$ cat src/rtl/smpl_accum_core.sv
// smpl_accum_core: 16-bit accumulator core, multicycle FETCH -> EXEC -> (MEM) -> FETCH.
//
// State table
//   state | meaning
//   FETCH | latch instruction from ROM, advance PC
//   EXEC  | decode IR; issue read/write strobe, jump, or halt
//   MEM   | RAM read data valid; fold it into ACC
//   HALT  | stopped; only reset leaves this state
//
// Ports
//   clock  in   system clock, rising edge
//   reset  in   asynchronous active-low reset
//   idata  in   instruction word for iaddr (combinational ROM)
//   iaddr  out  instruction address (PC)
//   datai  in   RAM read data, valid the cycle after renbl
//   datao  out  RAM write data (ACC)
//   daddr  out  RAM address (IR operand field)
//   renbl  out  RAM read request
//   wenbl  out  RAM write strobe
module smpl_accum_core (
    input  logic        clock,
    input  logic        reset,
    input  logic [15:0] idata,
    output logic [12:0] iaddr,
    input  logic [15:0] datai,
    output logic [15:0] datao,
    output logic [12:0] daddr,
    output logic        renbl,
    output logic        wenbl
);

    typedef enum logic [1:0] {
        FETCH = 2'd0,
        EXEC  = 2'd1,
        MEM   = 2'd2,
        HALT  = 2'd3
    } state_t;

    localparam logic [2:0] OP_LDA = 3'b000;
    localparam logic [2:0] OP_STA = 3'b001;
    localparam logic [2:0] OP_ADD = 3'b010;
    localparam logic [2:0] OP_SUB = 3'b011;
    localparam logic [2:0] OP_AND = 3'b100;
    localparam logic [2:0] OP_JMP = 3'b101;
    localparam logic [2:0] OP_JZ  = 3'b110;
    localparam logic [2:0] OP_HLT = 3'b111;

    state_t      state;
    logic [12:0] pc;
    logic [15:0] ir;
    logic [15:0] acc;

    logic [2:0]  opcode;
    logic [12:0] oper;
    logic        op_is_read;

    assign opcode     = ir[15:13];
    assign oper       = ir[12:0];
    assign op_is_read = (opcode == OP_LDA) || (opcode == OP_ADD) ||
                        (opcode == OP_SUB) || (opcode == OP_AND);

    assign iaddr = pc;
    assign daddr = oper;
    assign datao = acc;
    // Both strobes depend on EXEC and mutually exclusive opcodes, so they can never overlap.
    assign renbl = (state == EXEC) && op_is_read;
    assign wenbl = (state == EXEC) && (opcode == OP_STA);

    always_ff @(posedge clock or negedge reset) begin
        if (!reset) begin
            state <= FETCH;
            pc    <= 13'd0;
            ir    <= 16'd0;
            acc   <= 16'd0;
        end else begin
            case (state)
                FETCH: begin
                    ir    <= idata;
                    pc    <= pc + 13'd1;
                    state <= EXEC;
                end
                EXEC: begin
                    case (opcode)
                        OP_LDA, OP_ADD, OP_SUB, OP_AND: state <= MEM;
                        OP_STA: state <= FETCH;
                        OP_JMP: begin
                            pc    <= oper;
                            state <= FETCH;
                        end
                        OP_JZ: begin
                            if (acc == 16'h0000) pc <= oper;
                            state <= FETCH;
                        end
                        OP_HLT: state <= HALT;
                        default: state <= HALT;
                    endcase
                end
                MEM: begin
                    case (opcode)
                        OP_LDA:  acc <= datai;
                        OP_ADD:  acc <= acc + datai;
                        OP_SUB:  acc <= acc - datai;
                        OP_AND:  acc <= acc & datai;
                        default: acc <= acc;
                    endcase
                    state <= FETCH;
                end
                HALT: state <= HALT;
                default: state <= FETCH;
            endcase
        end
    end

endmodule

$ cat config.mk
export PLATFORM = sky130hd
export DESIGN_NAME = smpl_accum_core
export DESIGN_NICKNAME = d
export VERILOG_FILES = /design/src/rtl/smpl_accum_core.sv
export SDC_FILE = /design/constraint.sdc
export NUM_CORES = 1
export LEC_CHECK = 0
export BUFFER_PORTS_ARGS = -buffer_cell sky130_fd_sc_hd__buf_4
export CORE_MARGIN = 2
export CORE_UTILIZATION = 29
export DETAILED_ROUTE_END_ITERATION = 8
export MAX_ROUTING_LAYER = met4
export RECOVER_POWER = 100
export SLEW_MARGIN = 20
export SYNTH_ARGS = -nofsm -noshare
export SYNTH_HDL_FRONTEND = slang
export SYNTH_SLANG_ARGS = --single-unit
$ cat constraint.sdc
create_clock -name clock -period 4 [get_ports clock]
set_input_delay 0.4 -clock clock [delete_from_list [all_inputs] [get_ports clock]]
set_output_delay 0.4 -clock clock [all_outputs]
set_load 0.1 [all_outputs]
Word level (Yosys, flattened, before mapping) --
Cells that the tools add are included.
Word-level totals: register bits after elaboration 47, bits of input ports 34, output and inout bits 44, logic and storage cells 40
Operators by class: $add $sub $neg 3, equal/unequal tests 12, mux-type cells 6, bitwise operators 1, reduce and logical (&&, ||, !) cells 14
Operator list (number):
- $pmux 16 s4 | 1
- $pmux 13 s2 | 2
- $add 16x16->16 | 1
- $and 16x16->16 | 1
- $logic_not 16->1 | 1
- $sub 16x16->16 | 1
- $add 13x1->13 const B | 1
- $mux 13 | 1
- $eq 3x3->1 const B | 4
- $pmux 2 s4 | 1
- $eq 3x2->1 const B | 2
- $pmux 2 s3 | 1
- $eq 2x2->1 const B | 2
- $reduce_bool 4->1 | 1
- $reduce_or 4->1 | 1
- $eq 3x1->1 const B | 1
- $logic_not 3->1 | 1
- $logic_or 1x1->1 | 3
- $ne 3x1->1 const B | 1
- $ne 3x3->1 const B | 1
- $reduce_and 3->1 | 1
- $reduce_or 3->1 | 1
- $eq 2x1->1 const B | 1
- $logic_and 1x1->1 | 2
- 3 further kinds | 3

Longest topological paths before layout --
Gate-level depths: netlist of run 1.
word-level depth 5, depth in mapped cells 14, gate-level depth less buffers 13

Worst setup path after synthesis of run 1 --
OpenSTA, ideal clock, no wires.
kind register to output, start point register state[1], end point output port wenbl, arrival time 2953 ps, required time 3600 ps, path slack 647 ps, stages on the path, launching flop included 5, buffers on the path 2, path through dfrtp_1 -> clkbuf_1 -> nand2b_1 -> clkbuf_1 -> nor3_1
On the way: longest elaborated chain between the ends 2
RTL lines:
- start: declaration | line 48 | state_t state;
- start signal: assignment | line 71 | state <= FETCH;
- start signal: assignment | line 80 | state <= EXEC;
- start signal: assignment | line 84 | OP_LDA, OP_ADD, OP_SUB, OP_AND: state <= MEM;
- $eq 2x1->1 | line 67 | assign wenbl = (state == EXEC) && (opcode == OP_STA);
- $logic_and 1x1->1 | line 67
- end: declaration | line 29 | output logic wenbl
No other way between the ends.

Worst setup path in the final report of run 1 --
start point register ir[14], end point register acc[14], in the netlist datao[14]
On the way: longest elaborated chain between the ends 3, elaborated cells between the ends (all ways) 7, classes of those cells 3 x eq/ne; 1 x mux; 3 x reduce/logical
RTL lines:
- start: declaration | line 50 | logic [15:0] ir;
- start signal: assignment | line 78 | ir <= idata;
- $eq 3x2->1, or another cell as far along | line 99 | case (opcode)
- $reduce_bool 4->1 (no line)
- $reduce_and 2->1 (no line)
- end signal: assignment | line 100 | OP_LDA: acc <= datai;
- end signal: assignment | line 101 | OP_ADD: acc <= acc + datai;
- end signal: assignment | line 102 | OP_SUB: acc <= acc - datai;
- end: declaration | line 51 | logic [15:0] acc;
Several ways; a longest one is shown, not always the timed one. A chain may end at the register's enable or synchronous reset.

==> metrics.txt, run 1 <==
top-area cell type share of the netlist area=35.4%; critical path's largest stage delay=~0.55 ns; launch instance of the worst min-delay path=idata[2]; CP Capture Type=flop; CTS Root Cell=clkbuf_16; gate family responsible for the most delay along the worst path=compound AO/OA/AOI/OAI gates; total grt overflow=0; fraction of registers with async set/reset=100%; Worst Hold Slack=0.335 ns; Worst-Margin Slew=2.71 ns; standard-cell rows=39; fraction of the cycle the final worst path needs=approximately nine tenths; startpoint type of the worst setup path=flop; data required time of the critical path=4.16 ns; post-CTS setup buffers=0; critical register-to-register path endpoint=datao[14]; CTS buffer count=5; Min-Delay Path Class=in2reg; die height=around 110 µm; Final setup violation count=0; clock tree from TritonCTS=yes; CTS sink cnt=47; Clk Latency, worst-skew pair=0.29 ns; WS Path Type=reg2reg; post-synthesis instance area=roughly 3300 µm²; most frequent cells in the layout=dfrtp_1, clkbuf_1, a21oi_1; top area cells in the synthesized netlist=dfrtp_1, ha_1, a21oi_1, mux2_2, o21ai_0; Reg2Reg Launch Point=ir[14]; list of cells traversed by the critical path=nor2b_1 > buf_4 > and2_0 > a21o_1 > xnor2_1 > ha_1 > and3_1 > a221oi_1 > o31a_1 > nor2b_1 > a221oi_1 > xor2_1 > o21ai_0; DIE WIDTH=111 µm; number of instances in the synthesized netlist=368; Cell variety after synth=50; number of pins exceeding their max-slew limit in the final report=48; post-cts resize count=0; top flip-flop cell by instance count after synthesis=dfrtp_1; area of the die=12300 µm²; core area=11300 µm²; Worst Reg-to-Reg Cells=13; total routing usage reported by global routing=16.1%; count of pins on the block boundary=78; number of warning messages in the yosys log=0; NumNets Final=484; end point of the most critical hold path=ir[2]; worst-case clock buffer depth=2; register bit count reported by yosys=47; start point of the critical path=ir[14]; ANT nets after route=0; RSZ-0062 raised after global routing=false; number of search-and-repair iterations in the first detailed-routing pass=5; proportion of synthesized chip area in sequential cells=35.4%; Starting Density=between 20% and 30%; number of hold-repair buffers added at the cts stage=0; drt initial violations=190; H-Tree Depth=2; routed vias=~3000; hold violation count in the final report=0; fin crit period=3.55 ns; Area growth, synth to finish=19.2%; vias in the first global route=3039; DRC=0; worst path buffer plus inverter count=1; worst setup skew after layout=about 0.0028 ns; first-pass GRT wire length=15800 µm; post-synth net total=421; number of buffers inserted by port buffering=77; Arr. time, crit path=3.71 ns; Cells on Worst Hold Path=2; pin count of the biggest net entering global routing=48; final HPWL from detailed placement=about 7100 µm; largest area contributor in the netlist=dfrtp_1; initial antenna violation count=0; clock input transition at the sequential cells of the worst setup and hold paths=0.07 ns; share of post-route cells with drive strength above 1=~15%; total negative setup slack=0 ns; outcome=finished, violations left; Avg Synthesized Cell Area=9.02 µm²; Final Wtd Congestion=0.916; post-layout utilization of the core=35.1%; Total Routed Length=approximately 9400 µm; Max FO, Critical Path=8; master of the slowest instance on the critical path=a221oi_1; EDFF count, synth=0; number of max-cap violations=1; maximum frequency from static timing analysis=0.282 GHz; Reg2Reg Setup Slack=~0.45 ns; failing checks=max-capacitance violations, max-slew violations; routed via count divided by cell count=5.30; final routed wire length divided by cell count=16.4 µm; total inserted antenna cells=0; normalized max-slew margin=-80.4%
state kept, by name, indices dropped and copies added, names as in the netlist:
register and cells:
iaddr 13, datao 16, state 2, ir 16
cell families after synthesis:
family | Yosys count | synth area share, %
simple gates | 99 | 15.3
mux | 17 | 5.73
flops | 47 | 35.4
compound gates | 123 | 23.4
buf+inv | 36 | 5.58
fa+ha+maj | 19 | 7.39
xor+xnor | 27 | 7.12
worst max path at each step:
stage               cells after the start         to
detailed placement                     13  datao[14]
CTS                                    13  datao[14]
global placement                       13  datao[14]
global route                           13  datao[14]
floorplan                               4      wenbl
finish                                 13  datao[14]
synthesized netlist by cell type (all sizes together), types with 5 or more instances:
cell / number
dfrtp: 47
a21oi: 39
nand2: 30
o21ai: 27
ha: 18
mux2: 16
nor2: 15
buf: 14
xnor2: 14
xor2: 13
clkbuf: 12
nand3: 12
a21o: 10
inv: 10
nand2b: 10
o22ai: 10
nand4: 6
o31ai: 6
a22oi: 5
nor2b: 5
nor4: 5
layout make-up:
type	count	area, µm²
multi-input cells	285	1950
repair buffers	82	439
well taps	143	179
flip-flops and latches	47	1180
fillers	1208	7310
clock buffers	5	125
inverters	10	37.5
clock inverters	3	47.5
stage by stage:
stage | cells | cell area [µm²] | worst slack (ns)
after floorplan | 368 | 3320 | 0.647
after global placement | 567 | 3970 | 0.631
after detailed placement | 567 | 3970 | 0.507
after CTS | 575 | 4140 | 0.495
after global routing | 575 | 3960 | 0.200
final | 575 | 3960 | 0.449
metal layers:
| layer | share of wire [%] | GRT usage, % |
|---|---|---|
| met1 | 46 | 21.0 |
| met3 | 6.0 | 2.90 |
| met5 | 0 | - |
| met4 | 0.95 | 3.92 |
| met2 | 47 | 26.0 |
Power of run 1 is not shown: default switching activity piles up to over one toggle a cycle in this logic, so the estimate is an artifact.
==> run 2, diff against run 1 <==
--- a/config.mk
+++ b/config.mk
@@ -10,6 +10,7 @@
 export CORE_UTILIZATION = 29
 export DETAILED_ROUTE_END_ITERATION = 8
 export MAX_ROUTING_LAYER = met4
+export PLACE_DENSITY = 0.56
 export RECOVER_POWER = 100
 export SLEW_MARGIN = 20
 export SYNTH_ARGS = -nofsm -noshare
==> run 2 against run 1 <==
  * The run still ends with max-capacitance violations, max-slew violations left
  * Routed wire length rose by 0.84%
  * Hold slack improved by 0.0021 ns
  * Final area fell by 0.85%
  * Critical endpoint is now datao[12]
  * First-iteration DRC count fell by 9.5%
  * Critical path type unchanged
  * Non-clock buffer count rose by 1
  * Global-route usage barely moved
  * Die area did not move
  * Clock skew barely moved
  * Fmax rose by 4.1%
  * Setup slack improved by 0.14 ns
  * Via count fell by 0.23%
  * Largest cell class unchanged
  * Utilization fell by 0.30 points
==> metrics.txt, run 2 (synthesis results as in run 1) <==
outcome=finished, violations left (unchanged); failing checks=max-capacitance violations, max-slew violations (unchanged); final routed wire length divided by cell count=16.5 µm (was 16.4 µm); Clk Latency, worst-skew pair=0.29 ns (about the same); hold violation count in the final report=0 (unchanged); launch instance of the worst min-delay path=idata[9] (was idata[2]); Worst Reg-to-Reg Cells=11 (was 13); commonest non-fill, non-tap cell in the layout=clkbuf_1; Final setup violation count=0 (unchanged); CTS Root Cell=clkbuf_16 (unchanged); final HPWL from detailed placement=7090 µm (about the same); end point of the most critical hold path=ir[9] (was ir[2]); vias in the first global route=3105 (was 3039); ANT nets after route=0 (unchanged); total routing usage reported by global routing=16.0% (was 16.1%); number of pins exceeding their max-slew limit in the final report=48 (unchanged); WS Path Type=reg2reg (unchanged); count of pins on the block boundary=78 (unchanged); total negative setup slack=0 ns (unchanged); NumNets Final=485 (was 484); total grt overflow=0 (unchanged); CTS sink cnt=47 (unchanged); area of the die=12300 µm² (unchanged); share of post-route cells with drive strength above 1=14.1% (was 14.6%); normalized max-slew margin=-80.3% (was -80.4%); total inserted antenna cells=0 (unchanged); fin crit period=3.41 ns (was 3.55 ns); post-CTS setup buffers=0 (unchanged); start point of the critical path=ir[14] (unchanged); Cells on Worst Hold Path=2 (unchanged); post-cts resize count=0 (unchanged); Min-Delay Path Class=in2reg (unchanged); clock tree from TritonCTS=yes (unchanged); Total Routed Length=9490 µm (was 9410 µm); CTS buffer count=5 (unchanged); drt initial violations=172 (was 190); Arr. time, crit path=3.57 ns (was 3.71 ns); H-Tree Depth=2 (unchanged); first-pass GRT wire length=15800 µm (about the same); routed vias=3042 (was 3049); startpoint type of the worst setup path=flop (unchanged); Reg2Reg Setup Slack=0.59 ns (was 0.45 ns); CP Capture Type=flop (unchanged); initial antenna violation count=0 (unchanged); Area growth, synth to finish=18.2% (was 19.2%); number of hold-repair buffers added at the cts stage=0 (unchanged); worst-case clock buffer depth=2 (unchanged); number of search-and-repair iterations in the first detailed-routing pass=4 (was 5); pin count of the biggest net entering global routing=48 (unchanged); standard-cell rows=39 (unchanged); Max FO, Critical Path=8 (unchanged); DIE WIDTH=111 µm (unchanged); worst setup skew after layout=0.00318 ns (was 0.00279 ns); critical register-to-register path endpoint=datao[12] (was datao[14]); clock input transition at the sequential cells of the worst setup and hold paths=0.07 ns (about the same); most frequent cells in the layout=clkbuf_1, dfrtp_1, a21oi_1 (was dfrtp_1, clkbuf_1, a21oi_1); die height=111 µm (unchanged); Final Wtd Congestion=0.900 (was 0.916); number of filler instances in the final layout=1193 (was 1208); RSZ-0062 raised after global routing=false (unchanged); fraction of the cycle the final worst path needs=85.3% (was 88.8%); Starting Density=29.4% (unchanged); maximum frequency from static timing analysis=0.293 GHz (was 0.282 GHz); number of buffers inserted by port buffering=77 (unchanged); Worst-Margin Slew=2.70 ns (was 2.71 ns); Reg2Reg Launch Point=ir[14] (unchanged); number of max-cap violations=1 (unchanged); core area=11300 µm² (unchanged); DRC=0 (unchanged); routed via count divided by cell count=5.29 (was 5.30); data required time of the critical path=4.16 ns (about the same)
-- run 2: changes by cell type in the layout (fill, tap and decap cells not counted), sizes merged --
cell / change
buf: -1
clkinv: +1
bufinv: -1
clkbuf: +2
inv: -1
-- run 2: worst max path at each step --
| stage | endpoint | slack (ns) | cells after the start |
|---|---|---|---|
| CTS | datao[12] | 0.64 | 11 |
| floorplan | wenbl | 0.65 | 4 |
| detailed placement | datao[15] | 0.56 | 13 |
| finish | datao[12] | 0.59 | 11 |
| global route | datao[14] | 0.26 | 12 |
| global placement | datao[15] | 0.57 | 13 |
-- run 2: layout make-up --
type / instances / area [µm²] / share of cell area (%)
clock buffers: 5 / 125 / 3.19
clock inverters: 2 / 13.8 / 0.351
inverters: 10 / 37.5 / 0.957
multi-input cells: 285 / 1950 / 49.8
flip-flops and latches: 47 / 1180 / 30.0
well taps: 143 / 179 / 4.56
repair buffers: 83 / 439 / 11.2
-- run 2: layer usage --
| metal | GRT usage (%) | routed length, µm | up-vias |
|---|---|---|---|
| li1 | - | - | 1472 |
| met1 | 20.4 | 4290 | 1473 |
| met2 | 26.0 | 4630 | 89 |
| met3 | 3.50 | 459 | 8 |
| met4 | 4.17 | 112 | 0 |
| met5 | - | 0 | - |
-- run 2: critical path: stages (launching register included) --
cell,delay [ns]
dfrtp_1,0.47
nor2b_1,0.24
and2_0,0.33
a21o_1,0.14
xnor2_1,0.11
ha_1,0.31
and3_1,0.21
a221oi_1,0.55
o31a_1,0.25
nor2b_1,0.08
a2111oi_0,0.47
nor3_1,0.12
-- run 2: per-stage QoR --
step,worst slack (ns),hold slack [ns],instances,instance area [µm²],utilization (%)
final,0.588,0.337,575,3920,34.8
after detailed placement,0.558,0.468,568,3970,35.3
after global placement,0.565,0.466,568,3970,35.3
after CTS,0.643,0.153,575,4110,36.5
after global routing,0.261,0.328,575,3920,34.8
after floorplan,0.647,0.104,368,3320,-
Power of run 2 is left out for the same reason.
